[src/rtl/arm_cond_pkg.sv]
// Shared definitions for ARM conditional execution: condition codes and NZCV flag ordering.
// The ALU imports this package too, so both sides agree on flag bit positions.
package arm_cond_pkg;

  typedef enum logic [3:0] {
    CondEq = 4'h0,
    CondNe = 4'h1,
    CondCs = 4'h2,
    CondCc = 4'h3,
    CondMi = 4'h4,
    CondPl = 4'h5,
    CondVs = 4'h6,
    CondVc = 4'h7,
    CondHi = 4'h8,
    CondLs = 4'h9,
    CondGe = 4'hA,
    CondLt = 4'hB,
    CondGt = 4'hC,
    CondLe = 4'hD,
    CondAl = 4'hE,
    CondNv = 4'hF
  } cond_e;

  localparam int unsigned FLAG_N = 3;
  localparam int unsigned FLAG_Z = 2;
  localparam int unsigned FLAG_C = 1;
  localparam int unsigned FLAG_V = 0;

endpackage

[src/rtl/cond_check.sv]
// Purely combinational ARM condition evaluator: condition field against stored NZCV flags.
module cond_check
  import arm_cond_pkg::*;
(
  input  logic [3:0] cond_i,
  input  logic [3:0] flags_i,
  output logic       cond_ex_o
);

  logic n, z, c, v;

  assign n = flags_i[FLAG_N];
  assign z = flags_i[FLAG_Z];
  assign c = flags_i[FLAG_C];
  assign v = flags_i[FLAG_V];

  always_comb begin
    cond_ex_o = 1'b0;
    unique case (cond_e'(cond_i))
      CondEq:  cond_ex_o = z;
      CondNe:  cond_ex_o = ~z;
      CondCs:  cond_ex_o = c;
      CondCc:  cond_ex_o = ~c;
      CondMi:  cond_ex_o = n;
      CondPl:  cond_ex_o = ~n;
      CondVs:  cond_ex_o = v;
      CondVc:  cond_ex_o = ~v;
      CondHi:  cond_ex_o = c & ~z;
      CondLs:  cond_ex_o = ~c | z;
      CondGe:  cond_ex_o = (n == v);
      CondLt:  cond_ex_o = (n != v);
      CondGt:  cond_ex_o = ~z & (n == v);
      CondLe:  cond_ex_o = z | (n != v);
      CondAl:  cond_ex_o = 1'b1;
      CondNv:  cond_ex_o = 1'b0;
      default: cond_ex_o = 1'b0;
    endcase
  end

endmodule

[src/rtl/cond_unit.sv]
// Conditional-execution stage: NZCV flag register, condition gating of decoder strobes,
// and executed/squashed instruction counters.
module cond_unit
  import arm_cond_pkg::*;
#(
  parameter int unsigned CNT_W = 32
) (
  input  logic             clk_i,
  input  logic             rst_n_i,
  input  logic             valid_i,
  input  logic [3:0]       cond_i,
  input  logic [3:0]       alu_flags_i,
  input  logic [1:0]       flag_w_i,
  input  logic             pcs_i,
  input  logic             reg_w_i,
  input  logic             mem_w_i,
  input  logic             no_write_i,
  input  logic             cnt_clr_i,
  output logic             cond_ex_o,
  output logic             pc_src_o,
  output logic             reg_write_o,
  output logic             mem_write_o,
  output logic [3:0]       flags_o,
  output logic [CNT_W-1:0] exec_cnt_o,
  output logic [CNT_W-1:0] squash_cnt_o
);

  logic [3:0]       flags_d, flags_q;
  logic [CNT_W-1:0] exec_cnt_d, exec_cnt_q;
  logic [CNT_W-1:0] squash_cnt_d, squash_cnt_q;
  logic             cond_ex;
  logic             exec, squash;

  // Evaluated against the registered flags so an instruction never sees its own result.
  cond_check u_cond_check (
    .cond_i    (cond_i),
    .flags_i   (flags_q),
    .cond_ex_o (cond_ex)
  );

  assign exec   = valid_i & cond_ex;
  assign squash = valid_i & ~cond_ex;

  always_comb begin
    flags_d = flags_q;
    if (exec && flag_w_i[1]) begin
      flags_d[FLAG_N] = alu_flags_i[FLAG_N];
      flags_d[FLAG_Z] = alu_flags_i[FLAG_Z];
    end
    if (exec && flag_w_i[0]) begin
      flags_d[FLAG_C] = alu_flags_i[FLAG_C];
      flags_d[FLAG_V] = alu_flags_i[FLAG_V];
    end
  end

  always_comb begin
    exec_cnt_d   = exec_cnt_q;
    squash_cnt_d = squash_cnt_q;
    if (cnt_clr_i) begin
      exec_cnt_d   = '0;
      squash_cnt_d = '0;
    end else begin
      if (exec)   exec_cnt_d   = exec_cnt_q + CNT_W'(1);
      if (squash) squash_cnt_d = squash_cnt_q + CNT_W'(1);
    end
  end

  always_ff @(posedge clk_i) begin
    if (!rst_n_i) begin
      flags_q      <= '0;
      exec_cnt_q   <= '0;
      squash_cnt_q <= '0;
    end else begin
      flags_q      <= flags_d;
      exec_cnt_q   <= exec_cnt_d;
      squash_cnt_q <= squash_cnt_d;
    end
  end

  assign cond_ex_o    = cond_ex;
  assign pc_src_o     = exec & pcs_i;
  assign reg_write_o  = exec & reg_w_i & ~no_write_i;
  assign mem_write_o  = exec & mem_w_i;
  assign flags_o      = flags_q;
  assign exec_cnt_o   = exec_cnt_q;
  assign squash_cnt_o = squash_cnt_q;

endmodule

[config.mk]
export PLATFORM = sky130hd
export DESIGN_NAME = cond_unit
export DESIGN_NICKNAME = d
export VERILOG_FILES = /design/src/rtl/arm_cond_pkg.sv /design/src/rtl/cond_check.sv /design/src/rtl/cond_unit.sv
export SDC_FILE = /design/constraint.sdc
export NUM_CORES = 1
export LEC_CHECK = 0
export CAP_MARGIN = 0
export CORE_MARGIN = 2
export CORE_UTILIZATION = 28
export DETAILED_ROUTE_END_ITERATION = 6
export GPL_TIMING_DRIVEN = 0
export PLACE_DENSITY = 0.62
export SLEW_MARGIN = 20
export SYNTH_ARGS = -nofsm -noshare
export SYNTH_HDL_FRONTEND = slang
export SYNTH_SLANG_ARGS = --single-unit
[constraint.sdc]
create_clock -name clk_i -period 2.75 [get_ports clk_i]
set_clock_uncertainty 0.15 [all_clocks]
set_input_delay 0.275 -clock clk_i [delete_from_list [all_inputs] [get_ports clk_i]]
set_output_delay 0.275 -clock clk_i [all_outputs]
set_load 0.01 [all_outputs]
==> impl_metrics.env <==
export IMPL_critical_path_slowest_cell="or4_1"
export IMPL_arrival_ns=2.79
export IMPL_cts_tree="built"
export IMPL_p_per_area_nw_per_um2=490
export IMPL_clkTransAtPathRegs_ns=0.06
export IMPL_crit_top_cell="buf_6"
export IMPL_grt_max_degree=12
export IMPL_ir_worst_vdd_mv=0.320
export IMPL_rsz0062_at_grt="yes"
export IMPL_first_pass_iters=4
export IMPL_worstPathCellList="or4bb_1, nand2_2, nor4_4, buf_4, or3b_4, buf_6, buf_6, or4_1, a21oi_1"
export IMPL_slew_violations=0
export IMPL_synth_seq_cells=68
export IMPL_clock_sinks=68
export IMPL_whs_endpoint="flags_o[3]"
export IMPL_start_util_pct=28.7
export IMPL_endpoint_kind="register"
export IMPL_avgSynthCellArea_um2=8.36
export IMPL_drt_iter0_markers=155
export IMPL_area_growth_pct=45.7
export IMPL_die_h_um=115
export IMPL_antenna_found_initial=0
export IMPL_dp_cells=645
export IMPL_std_cell_rows=40
export IMPL_drive_above_1_share_pct=11.6
export IMPL_cp_data_required_time_ns=2.85
export IMPL_syn_area_um2=3430
export IMPL_worstPathMaxFanout=10
export IMPL_stdcell_count=671
export IMPL_antenna_cells=0
export IMPL_grt_usage_pct=16.4
export IMPL_fin_util_pct=41.8
export IMPL_multi_input_area_um2=2010
export IMPL_critPathMaxStageDelay_ns=0.50
export IMPL_start_kind="register"
export IMPL_via_count=3556
export IMPL_n_fill_cell=1192
export IMPL_die_area_um2=13100
export IMPL_outcome="finished clean"
export IMPL_grt_pass1_wl_um=17200
export IMPL_syn_nets=430
export IMPL_h_tree_depth=3
export IMPL_max_slew_margin_pct=44.5
export IMPL_ff_latch_area_um2=1370
export IMPL_cts_root_buf="clkbuf_16"
export IMPL_critPathKind="register to register"
export IMPL_fin_crit_sh_pct=97.8
export IMPL_cts_buffer_depth=2
export IMPL_setup_viol_count_final=0
export IMPL_syn_inst=410
export IMPL_cts_inserted_buffers=9
export IMPL_worst_slew_pin_slew_ns=0.831
export IMPL_finalHoldViolations=0
export IMPL_gr_total_overflow=0
export IMPL_maxCapViolations=0
export IMPL_die_width_um=115
export IMPL_fp_coreArea_um2=12000
export IMPL_routedWlPerCell_um=16.2
export IMPL_cellLeakagePower_nw=1.56
export IMPL_synthDistinctLibCells=39
export IMPL_rr_worst_depth=9
export IMPL_hpwl_um=7660
export IMPL_synth_edf_count=0
export IMPL_hold_depth=3
export IMPL_r2r_end="squash_cnt_o[31]"
export IMPL_viasPerCell=5.30
export IMPL_reg2reg_setup_slack_ns=0.06
export IMPL_yosys_warnings=0
export IMPL_synthArstFlopShare_pct=0
export IMPL_ys_seq_area_share_pct=39.7
export IMPL_ant_nets=0
export IMPL_max_clock_freq_mhz=372
export IMPL_nets=539
export IMPL_placement_io_buffers=88
export IMPL_final_cell_mix="clkdlybuf4s50_1, dfxtp_1, nand2_1, nor2_1, a21oi_1"
export IMPL_cp_num_buf_inv=3
export IMPL_min_path_type="primary input to register"
export IMPL_wl_um=10900
export IMPL_grt_pass1_vias=3455
export IMPL_hold_start="rst_n_i"
export IMPL_fin_crit_ns=2.69
export IMPL_clkLatencyLatePin_ns=0.33
export IMPL_drcViolationCount=0
export IMPL_place_gp_congestion=0.812
export IMPL_final_common_cell="clkdlybuf4s50_1"
export IMPL_crit_family="simple AND/OR/NAND/NOR gates"
export IMPL_io_pins=90
export IMPL_reg2reg_from="flags_o[0]"
export IMPL_synth_ff_type="dfxtp_1"
-- worst max path at each step --
stage / depth (start not counted) / end / start
floorplan: 9 / squash_cnt_o[25] / flags_o[3]
global placement: 8 / pc_src_o / cond_i[1]
detailed placement: 8 / pc_src_o / cond_i[1]
CTS: 10 / squash_cnt_o[25] / flags_o[0]
global route: 9 / squash_cnt_o[29] / flags_o[3]
finish: 9 / squash_cnt_o[31] / flags_o[0]
-- layout make-up --
class / count / share of cell area (%)
inverters: 7 / 0.526
well taps: 147 / 3.68
flip-flops and latches: 68 / 27.4
clock buffers: 12 / 4.93
multi-input cells: 307 / 40.3
plain buffers: 28 / 3.01
clock inverters: 4 / 1.45
repair buffers: 98 / 18.8
-- stage by stage --
step	setup slack (ns)	hold WS [ns]	setup TNS (ns)	cell area, um^2	total power, mW
floorplan	0.130	0.264	0	3430	1.11
global placement	-0.954	0.321	-28.92	4490	1.18
detailed placement	-1.04	0.334	-36.88	4490	1.19
CTS	0.00346	0.207	0	4920	2.46
global route	-0.0307	0.251	-0.0814	4990	2.54
finish	0.0599	0.208	0	4990	2.45
-- cell families after synthesis --
family          Yosys count  share of synthesized area [%]
flops                    68                           39.7
simple gates            179                           28.9
fa+ha+maj                 2                          0.730
xor+xnor                 27                           6.90
compound gates           94                           18.1
mux                       5                           1.46
buf+inv                  35                           4.13
-- synthesized netlist by cell type, types with 5 or more instances --
| master | n | area share, % |
|---|---|---|
| nor4_1 | 12 | 2.2 |
| dfxtp_1 | 68 | 40 |
| nand4_1 | 15 | 2.7 |
| or4_1 | 17 | 3.7 |
| and2_1 | 7 | 1.3 |
| and4_1 | 7 | 1.8 |
| nor2_1 | 30 | 3.3 |
| o21a_1 | 8 | 1.8 |
| nand3_1 | 19 | 2.8 |
| o31a_1 | 7 | 1.8 |
| xor2_1 | 17 | 4.3 |
| o31ai_1 | 16 | 3.5 |
| o21ai_0 | 14 | 2.0 |
| mux2i_1 | 5 | 1.5 |
| inv_1 | 7 | 0.77 |
| o2111ai_1 | 10 | 2.6 |
| nand2_1 | 32 | 3.5 |
| and3_1 | 6 | 1.1 |
| a21oi_1 | 31 | 4.5 |
| nor3_1 | 6 | 0.88 |
| xnor2_1 | 10 | 2.6 |
| or3_1 | 13 | 2.4 |
| clkbuf_1 | 23 | 2.5 |
-- routing by layer --
layer / global-route usage, % / up-vias / part of all wire [%]
li1: - / 1753 / -
met1: 20.8 / 1711 / 46
met2: 27.7 / 76 / 49
met3: 2.28 / 16 / 3.9
met4: 7.24 / 0 / 1.9
met5: 0 / - / 0
-- worst register-to-register path: stages, from the launching register on --
cell	delay, ns
dfxtp_2	0.33
or4bb_1	0.49
nand2_2	0.11
nor4_4	0.07
buf_4	0.17
or3b_4	0.37
buf_6	0.14
buf_6	0.13
or4_1	0.51
a21oi_1	0.14
-- flip-flops by register name, summed over array words and instances (netlist names) --
| signal | flops |
|---|---|
| exec_cnt_o | 32 |
| squash_cnt_o | 32 |
| flags_o | 4 |
-- repair_timing --
item,CTS,global route
pin swaps,2,9
setup endpoints to repair,55,30
hold buffers,0,0
setup buffers,9,1
gates resized for setup,30,31
-- where the power goes --
group / switching [mW] / internal (mW)
combinational: 0.122 / 0.0915
clock: 0.421 / 0.817
sequential: 0.00527 / 0.989
Power figures use the tool's default switching activity.
